<file path="config.mk">
export PLATFORM = sky130hd
export DESIGN_NAME = pipe_mem_bus_master
export DESIGN_NICKNAME = d
export VERILOG_FILES = /design/src/rtl/pipe_mem_bus_master.sv
export SDC_FILE = /design/constraint.sdc
export NUM_CORES = 1
export LEC_CHECK = 0
export ABC_AREA = 1
export BUFFER_PORTS_ARGS = -buffer_cell sky130_fd_sc_hd__buf_2
export CORE_MARGIN = 5
export CORE_UTILIZATION = 53
export CTS_BUF_LIST = sky130_fd_sc_hd__clkbuf_4 sky130_fd_sc_hd__clkbuf_8
export DETAILED_ROUTE_END_ITERATION = 6
export PLACE_DENSITY = 0.94
export SYNTH_ARGS = -nofsm -noshare
export SYNTH_HDL_FRONTEND = slang
export SYNTH_SLANG_ARGS = --single-unit
</file>
<file path="constraint.sdc">
create_clock -name clk -period 4.65 [get_ports clk]
set_input_delay 0.465 -clock clk [delete_from_list [all_inputs] [get_ports clk]]
set_output_delay 0.465 -clock clk [all_outputs]
set_load 0.01 [all_outputs]
</file>
<file path="src/rtl/pipe_mem_bus_master.sv">
// pipe_mem_bus_master: one Avalon-MM master shared by the fetch stage and the
// MEM stage. The request source is chosen by fetch_mem_sel in IDLE, and all
// Avalon outputs are held until waitrequest drops or the wait counter times out.
// Optional feature: define PIPE_MEMBUS_FETCH_BUF_EN for a one-entry fetch buffer.
module pipe_mem_bus_master #(
  parameter int unsigned TIMEOUT_CYCLES = 256,
  parameter int unsigned CNT_W          = 9
) (
  input  logic        clk,
  input  logic        reset_n,
  input  logic        fetch_mem_sel,
  input  logic        if_req,
  input  logic [31:0] if_addr,
  output logic [31:0] if_rdata,
  output logic        if_done,
  input  logic        ls_read,
  input  logic        ls_write,
  input  logic [31:0] ls_addr,
  input  logic [31:0] ls_wdata,
  input  logic [3:0]  ls_byteen,
  output logic [31:0] ls_rdata,
  output logic        ls_done,
  output logic        mem_busy,
  output logic        bus_error,
  output logic [31:0] address,
  output logic        read,
  output logic        write,
  output logic [31:0] writedata,
  output logic [3:0]  byteenable,
  input  logic        waitrequest,
  input  logic [31:0] readdata
);

  typedef enum logic [1:0] {IDLE = 2'd0, FETCH = 2'd1, DATA = 2'd2} state_t;

  localparam logic [CNT_W-1:0] CNT_LAST = CNT_W'(TIMEOUT_CYCLES - 1);
  localparam logic [CNT_W-1:0] CNT_MAX  = CNT_W'(TIMEOUT_CYCLES);

  state_t           state, state_d;
  logic [CNT_W-1:0] wait_cnt, cnt_d;
  logic [31:0]      address_d, writedata_d, if_rdata_d, ls_rdata_d;
  logic             read_d, write_d, if_done_d, ls_done_d, bus_error_d;
  logic [3:0]       byteen_d;

  logic        fetch_req, ls_req, fetch_misaligned, fetch_hit, abort;
  logic [31:0] hit_data;
  logic        unused_ls_addr_lo;

  assign fetch_req        = fetch_mem_sel & if_req;
  assign ls_req           = ~fetch_mem_sel & (ls_read | ls_write);
  assign fetch_misaligned = fetch_req & (if_addr[1:0] != 2'b00);
  assign abort            = waitrequest & (wait_cnt == CNT_LAST);
  // Load/store byte position travels on ls_byteen; the word address carries no low bits.
  assign unused_ls_addr_lo = ^ls_addr[1:0];

  // Busy while a bus transfer is in flight or about to be issued from IDLE.
  assign mem_busy = (state != IDLE) | (fetch_req & ~fetch_misaligned & ~fetch_hit) | ls_req;

`ifdef PIPE_MEMBUS_FETCH_BUF_EN
  logic        buf_valid;
  logic [31:0] buf_tag, buf_instr;

  assign fetch_hit = fetch_req & ~fetch_misaligned & buf_valid & (buf_tag == if_addr);
  assign hit_data  = buf_instr;

  // Remember the last good fetch; any store leaving DATA on the tagged word drops it.
  always_ff @(posedge clk) begin
    if (!reset_n) begin
      buf_valid <= 1'b0;
      buf_tag   <= '0;
      buf_instr <= '0;
    end else if (state == FETCH && !waitrequest) begin
      buf_valid <= 1'b1;
      buf_tag   <= address;
      buf_instr <= readdata;
    end else if (state == DATA && write && (!waitrequest || abort) &&
                 address[31:2] == buf_tag[31:2]) begin
      buf_valid <= 1'b0;
    end
  end
`else
  assign fetch_hit = 1'b0;
  assign hit_data  = '0;
`endif

  // Register every FSM-computed output and the wait counter.
  always_ff @(posedge clk) begin
    if (!reset_n) begin
      state      <= IDLE;
      wait_cnt   <= '0;
      address    <= '0;
      read       <= 1'b0;
      write      <= 1'b0;
      writedata  <= '0;
      byteenable <= '0;
      if_rdata   <= '0;
      ls_rdata   <= '0;
      if_done    <= 1'b0;
      ls_done    <= 1'b0;
      bus_error  <= 1'b0;
    end else begin
      state      <= state_d;
      wait_cnt   <= cnt_d;
      address    <= address_d;
      read       <= read_d;
      write      <= write_d;
      writedata  <= writedata_d;
      byteenable <= byteen_d;
      if_rdata   <= if_rdata_d;
      ls_rdata   <= ls_rdata_d;
      if_done    <= if_done_d;
      ls_done    <= ls_done_d;
      bus_error  <= bus_error_d;
    end
  end

  // Next state and next output values; requests are only looked at in IDLE.
  always_comb begin
    state_d     = state;
    cnt_d       = wait_cnt;
    address_d   = address;
    read_d      = read;
    write_d     = write;
    writedata_d = writedata;
    byteen_d    = byteenable;
    if_rdata_d  = if_rdata;
    ls_rdata_d  = ls_rdata;
    if_done_d   = 1'b0;
    ls_done_d   = 1'b0;
    bus_error_d = bus_error;
    case (state)
      IDLE: begin
        cnt_d = '0;
        if (fetch_req) begin
          if (fetch_misaligned) begin
            bus_error_d = 1'b1;
            if_done_d   = 1'b1;
            if_rdata_d  = '0;
          end else if (fetch_hit) begin
            if_done_d  = 1'b1;
            if_rdata_d = hit_data;
          end else begin
            state_d   = FETCH;
            address_d = {if_addr[31:2], 2'b00};
            read_d    = 1'b1;
            write_d   = 1'b0;
            byteen_d  = 4'hF;
          end
        end else if (ls_req) begin
          state_d     = DATA;
          address_d   = {ls_addr[31:2], 2'b00};
          read_d      = ls_read;
          write_d     = ~ls_read;
          writedata_d = ls_wdata;
          byteen_d    = ls_byteen;
        end
      end
      FETCH, DATA: begin
        if (!waitrequest) begin
          state_d = IDLE;
          cnt_d   = '0;
          read_d  = 1'b0;
          write_d = 1'b0;
          if (state == FETCH) begin
            if_rdata_d = readdata;
            if_done_d  = 1'b1;
          end else begin
            ls_done_d = 1'b1;
            if (read) ls_rdata_d = readdata;
          end
        end else if (abort) begin
          state_d     = IDLE;
          cnt_d       = '0;
          read_d      = 1'b0;
          write_d     = 1'b0;
          bus_error_d = 1'b1;
          if (state == FETCH) begin
            if_rdata_d = '0;
            if_done_d  = 1'b1;
          end else begin
            ls_rdata_d = '0;
            ls_done_d  = 1'b1;
          end
        end else if (wait_cnt != CNT_MAX) begin
          cnt_d = wait_cnt + CNT_W'(1);
        end
      end
      default: state_d = IDLE;
    endcase
  end

endmodule

</file>
Word-level counts from Yosys, hierarchy flattened
Cells that the tools add are included.
{ "totals": {"register_bits": 148, "inputBits": 139, "out_inout_bits": 138, "wordCells": 111} }
{ "classes": {"add_sub_neg": 1, "eq_ne": 18, "n_mux": 52, "bitwise_logic": 12, "reduce_logical": 16} }
{ "op_table": {"columns": ["operator", "n"], "rows": [
  ["2-to-1 mux 32 bit", 14],
  ["case mux 32 bit (2 select lines)", 1],
  ["2-to-1 mux 9 bit", 3],
  ["2-to-1 mux 1 bit", 20],
  ["case mux 9 bit (2 select lines)", 1],
  ["!= test 3 bit (second input constant)", 5],
  ["!= test 2 bit (second input constant)", 7],
  ["2-to-1 mux 4 bit", 3],
  ["2-to-1 mux 2 bit", 5],
  ["AND reduction 5 bit", 2],
  ["nonzero test 2 bit", 5],
  ["adder 9 x 1 -> 9 bit (second input constant)", 1],
  ["== test 9 x 8 -> 1 bit (second input constant)", 1],
  ["!= test 9 bit (second input constant)", 1],
  ["AND reduction 3 bit", 3],
  ["case mux 1 bit (2 select lines)", 4],
  ["AND reduction 6 bit", 1],
  ["AND 1 bit", 5],
  ["!= test 4 bit (second input constant)", 1],
  ["NOT 1 bit", 4],
  ["case mux 2 bit (2 select lines)", 1],
  ["AND reduction 2 bit", 2],
  ["AND reduction 4 bit", 1],
  ["bitwise OR 1 bit", 3],
  ["other kinds (5)", 5]
]} }

Logic depth before layout (Yosys ltp)
{ "logic_depth": {"depth_word": 6, "mapped_depth": 12, "ltp_nobuf": 10} }

Worst setup path before layout
OpenSTA, ideal clock, no wires.
{ "synth_timing": {"kind": "reg2reg", "start": "register state[0]", "end": "register if_rdata[16]", "setup_time_ps": 115, "t_arrival_ps": 1634, "required_time_ps": 4535, "slack_ps": 2901, "path_stages_with_launch": 13, "path_buffers": 3, "period_less_slack_ps": 1749, "path_cell_list": "dfxtp_1 -> inv_1 -> ha_1 -> buf_2 -> inv_2 -> nor2_1 -> nor2_1 -> a21oi_4 -> buf_6 -> buf_6 -> nand3_1 -> nand2_1 -> nor2_1"} }
{ "synth_via": {"elab_chain_cells": 4, "word_cells_on_any_way": 12, "classes_between": "eq/ne (7); mux (1); reduce/logical (4)"} }
{ "synth_lines": {"columns": ["item", "line", "text"], "rows": [
  ["start: declaration", "39", "state_t state, state_d;"],
  ["start signal: assignment", "102", "state <= state_d;"],
  ["== test 2 x 1 -> 1 bit / == test 2 bit (equally long branches)", "131, 164, 177", null],
  ["OR reduction 2 bit", "131", "case (state)"],
  ["!= test 3 bit (no source line) / nonzero test 2 bit (equally long branches)", null, null],
  ["AND reduction 6 bit (no source line)", null, null],
  ["end signal: assignment", "109", "if_rdata <= if_rdata_d;"],
  ["end: declaration", "14", "output logic [31:0] if_rdata,"]
]} }
Parallel ways exist; a longest one is shown, timed or not.
A chain may end at the register's enable or synchronous reset.

Worst setup path in the final report
{ "layout_timing": {"start": "register state[1]", "end": "register if_rdata[13]"} }
Same word-level chain as after synthesis.

==> impl_metrics.env <==
export IMPL_status="finished, final reports clean"
export IMPL_relSlewSlack_pct=26.1
export IMPL_cts_tree="yes"
export IMPL_worstRegToRegCells=11
export IMPL_worstPathArrival_ps=2980
export IMPL_drt_iter0_markers=764
export IMPL_critPathKind="reg2reg"
export IMPL_start_kind="flop"
export IMPL_hold_path_class="in2reg"
export IMPL_grt_pass1_wl_um=28800
export IMPL_synth_most_common_cell="nand2_1"
export IMPL_ir_drop_uv=308
export IMPL_drc=0
export IMPL_synthTopCellsByArea="dfxtp_1, nand2_1, nor2_1"
export IMPL_antenna_found_initial=1
export IMPL_io_pins=277
export IMPL_finalHoldViolations=0
export IMPL_synthArstFlopShare_pct=0
export IMPL_grt_max_degree=66
export IMPL_avgRoutedWirePerCell_um=14.9
export IMPL_clock_fmax_mhz=377
export IMPL_nNetsFinal=1238
export IMPL_ys_seq_elements=146
export IMPL_layout_setup_ws_ps=2000
export IMPL_syn_area_um2=6170
export IMPL_drv_cap=0
export IMPL_die_area_um2=13900
export IMPL_yosys_area_top_type_share_pct=47.4
export IMPL_fin_setup_tns_ps=0
export IMPL_synth_area_leader_cell="dfxtp_1"
export IMPL_min_from="ls_wdata[21]"
export IMPL_synth_distinct_cells=32
export IMPL_cts_sinks=146
export IMPL_ant_nets=0
export IMPL_dp_hpwl_um=13000
export IMPL_root_buffer="clkbuf_8"
export IMPL_fp_dieH_um=118
export IMPL_grt_pass1_vias=5905
export IMPL_grt_usage_pct=25.0
export IMPL_clock_latency_ps=440
export IMPL_ctsHoldBuffers=0
export IMPL_synth_flop_cell="dfxtp_1"
export IMPL_synth_edff_count=0
export IMPL_slew_violations=0
export IMPL_n_antenna_cell=0
export IMPL_cts_resized_gates=0
export IMPL_crit_required_ps=4980
export IMPL_rrSetupSlack_ps=2000
export IMPL_finalCritPeriodShare_pct=57.1
export IMPL_vias=6607
export IMPL_yosys_warnings=0
export IMPL_synth_common_cells="nand2_1, nor2_1, dfxtp_1, o21ai_0, nand3_1"
export IMPL_max_slew_worst_pin_slew_ps=1110
export IMPL_rsz0062_at_grt="false"
export IMPL_r2r_start="state[1]$_SDFFE_PN0P_"
export IMPL_critPathCaptureType="flop"
export IMPL_post_cts_setup_buffers=0
export IMPL_period_minus_slack_ps=2650
export IMPL_finClkSkew_ps=10.6
export IMPL_place_congestion=0.863
export IMPL_fillers=933
export IMPL_dp_slack_ps=1860
export IMPL_synth_area_per_cell_um2=7.22
export IMPL_path_max_fanout=25
export IMPL_firstDrtPassIters=5
export IMPL_setup_violations=0
export IMPL_clkTransAtPathRegs_ps=80
export IMPL_synthCells=855
export IMPL_rows=39
export IMPL_worstHoldEndpoint="writedata[21]$_SDFFE_PN0P_"
export IMPL_coreArea_um2=11400
export IMPL_power_density_nw_per_um2=442
export IMPL_hold_depth=3
export IMPL_grt_ovfl_total=0
export IMPL_htreeDepth=4
export IMPL_fp_dieW_um=118
export IMPL_port_buffers=272
export IMPL_start_util_pct=54.1
export IMPL_leakage_uw=0.00402
export IMPL_syn2layout_area_growth_pct=27.6
export IMPL_routed_via_density=5.29
export IMPL_seq_area_frac_synth_pct=47.4
export IMPL_drive_gt1_share_pct=29.6
export IMPL_worstReg2RegEnd="if_rdata[13]$_SDFFE_PN0P_"
export IMPL_cts_max_path_buffers=2
export IMPL_drt_wl_total_um=18600
export IMPL_cts_buffers=17
==> cells by family after synthesis <==
kind of cell             count (synthesis)  share of synthesized area (%)
AO/OA/AOI/OAI                          182                           15.7
adder cells (fa/ha/maj)                  5                           1.01
buffers and inverters                  101                           7.36
flip-flops                             146                           47.4
other                                    1                         0.0608
AND/OR/NAND/NOR                        420                           28.5
==> registers in the layout, indices dropped and copies added, names as in the netlist <==
| register | flops |
|---|---|
| bus_error | 1 |
| wait_cnt | 9 |
| if_rdata | 32 |
| if_done | 1 |
| ls_done | 1 |
| read | 1 |
| state | 2 |
| write | 1 |
| ls_rdata | 32 |
| writedata | 32 |
| byteenable | 4 |
| address | 30 |
==> placed cells by master, fill, tap and decap left out, types with 2 or more instances in the layout <==
master	n
buf_2	271
nand2_1	172
nor2_1	161
dfxtp_1	146
o21ai_0	92
nand3_1	68
a21oi_1	55
inv_1	37
a31oi_1	31
clkbuf_8	19
buf_4	7
clkinv_2	6
nand2_2	5
ha_1	5
inv_2	4
nor3_1	3
bufinv_16	3
nor2_2	2
nand2_4	2
conb_1	2
==> per-layer routing <==
| metal | global-route usage (%) | wire [µm] | vias to the layer above |
|---|---|---|---|
| met1 | 29.6 | 7170 | 2941 |
| met2 | 40.6 | 8840 | 350 |
| li1 | - | - | 3259 |
| met4 | 11.9 | 766 | 2 |
| met3 | 8.41 | 1780 | 55 |
| met5 | 0 | 18 | - |
==> critical path, cell delays in order, from the launching register on <==
cell and delay, ps:
dfxtp_1 360, inv_1 80, ha_1 270, buf_4 290
inv_2 240, nor2_1 170, nor2_1 90, a21oi_4 420
buf_4 340, nand3_1 100, nand2_1 110, nor2_1 60
==> where the power goes <==
group	switching, µW	total, µW	leakage [µW]	internal, µW
registers	90.1	1520	0.00120	1430
logic	600	938	0.00261	337
clock network	467	1020	0.000211	557
total	1160	3480	0.00402	2320
==> metrics by stage <==
step / area [µm²] / power, µW / utilization [%] / std cells / hold slack (ps)
3_5_place_dp: 7470 / 2470 / 65.4 / 1218 / 453
2_1_floorplan: 6180 / 2140 / - / 856 / 452
3_3_place_gp: 7470 / 2450 / 65.4 / 1218 / 436
6_report: 7880 / 3480 / 69.0 / 1249 / 242
5_1_grt: 7880 / 3670 / 69.0 / 1249 / 224
4_1_cts: 7880 / 3490 / 69.0 / 1249 / 218
==> worst max path at each step <==
stage	to	startpoint
2_1_floorplan	if_rdata[16]$_SDFFE_PN0P_	state[0]$_SDFFE_PN0P_
3_3_place_gp	byteenable[3]$_SDFFE_PN0P_	fetch_mem_sel
6_report	if_rdata[13]$_SDFFE_PN0P_	state[1]$_SDFFE_PN0P_
3_5_place_dp	address[23]$_SDFFE_PN0P_	fetch_mem_sel
5_1_grt	byteenable[2]$_SDFFE_PN0P_	state[0]$_SDFFE_PN0P_
4_1_cts	if_rdata[13]$_SDFFE_PN0P_	state[1]$_SDFFE_PN0P_
==> layout make-up <==
cell class                 count  area (µm²)  area share, %
clock buffer                  20         269           3.42
clock inverter                11         136           1.73
inverter                      42         158           2.00
multi-input combinational    609        2800           35.6
sequential                   146        2920           37.1
tap                          143         179           2.27
timing repair buffer         278        1410           17.9
(Power assumes the default switching activity.)
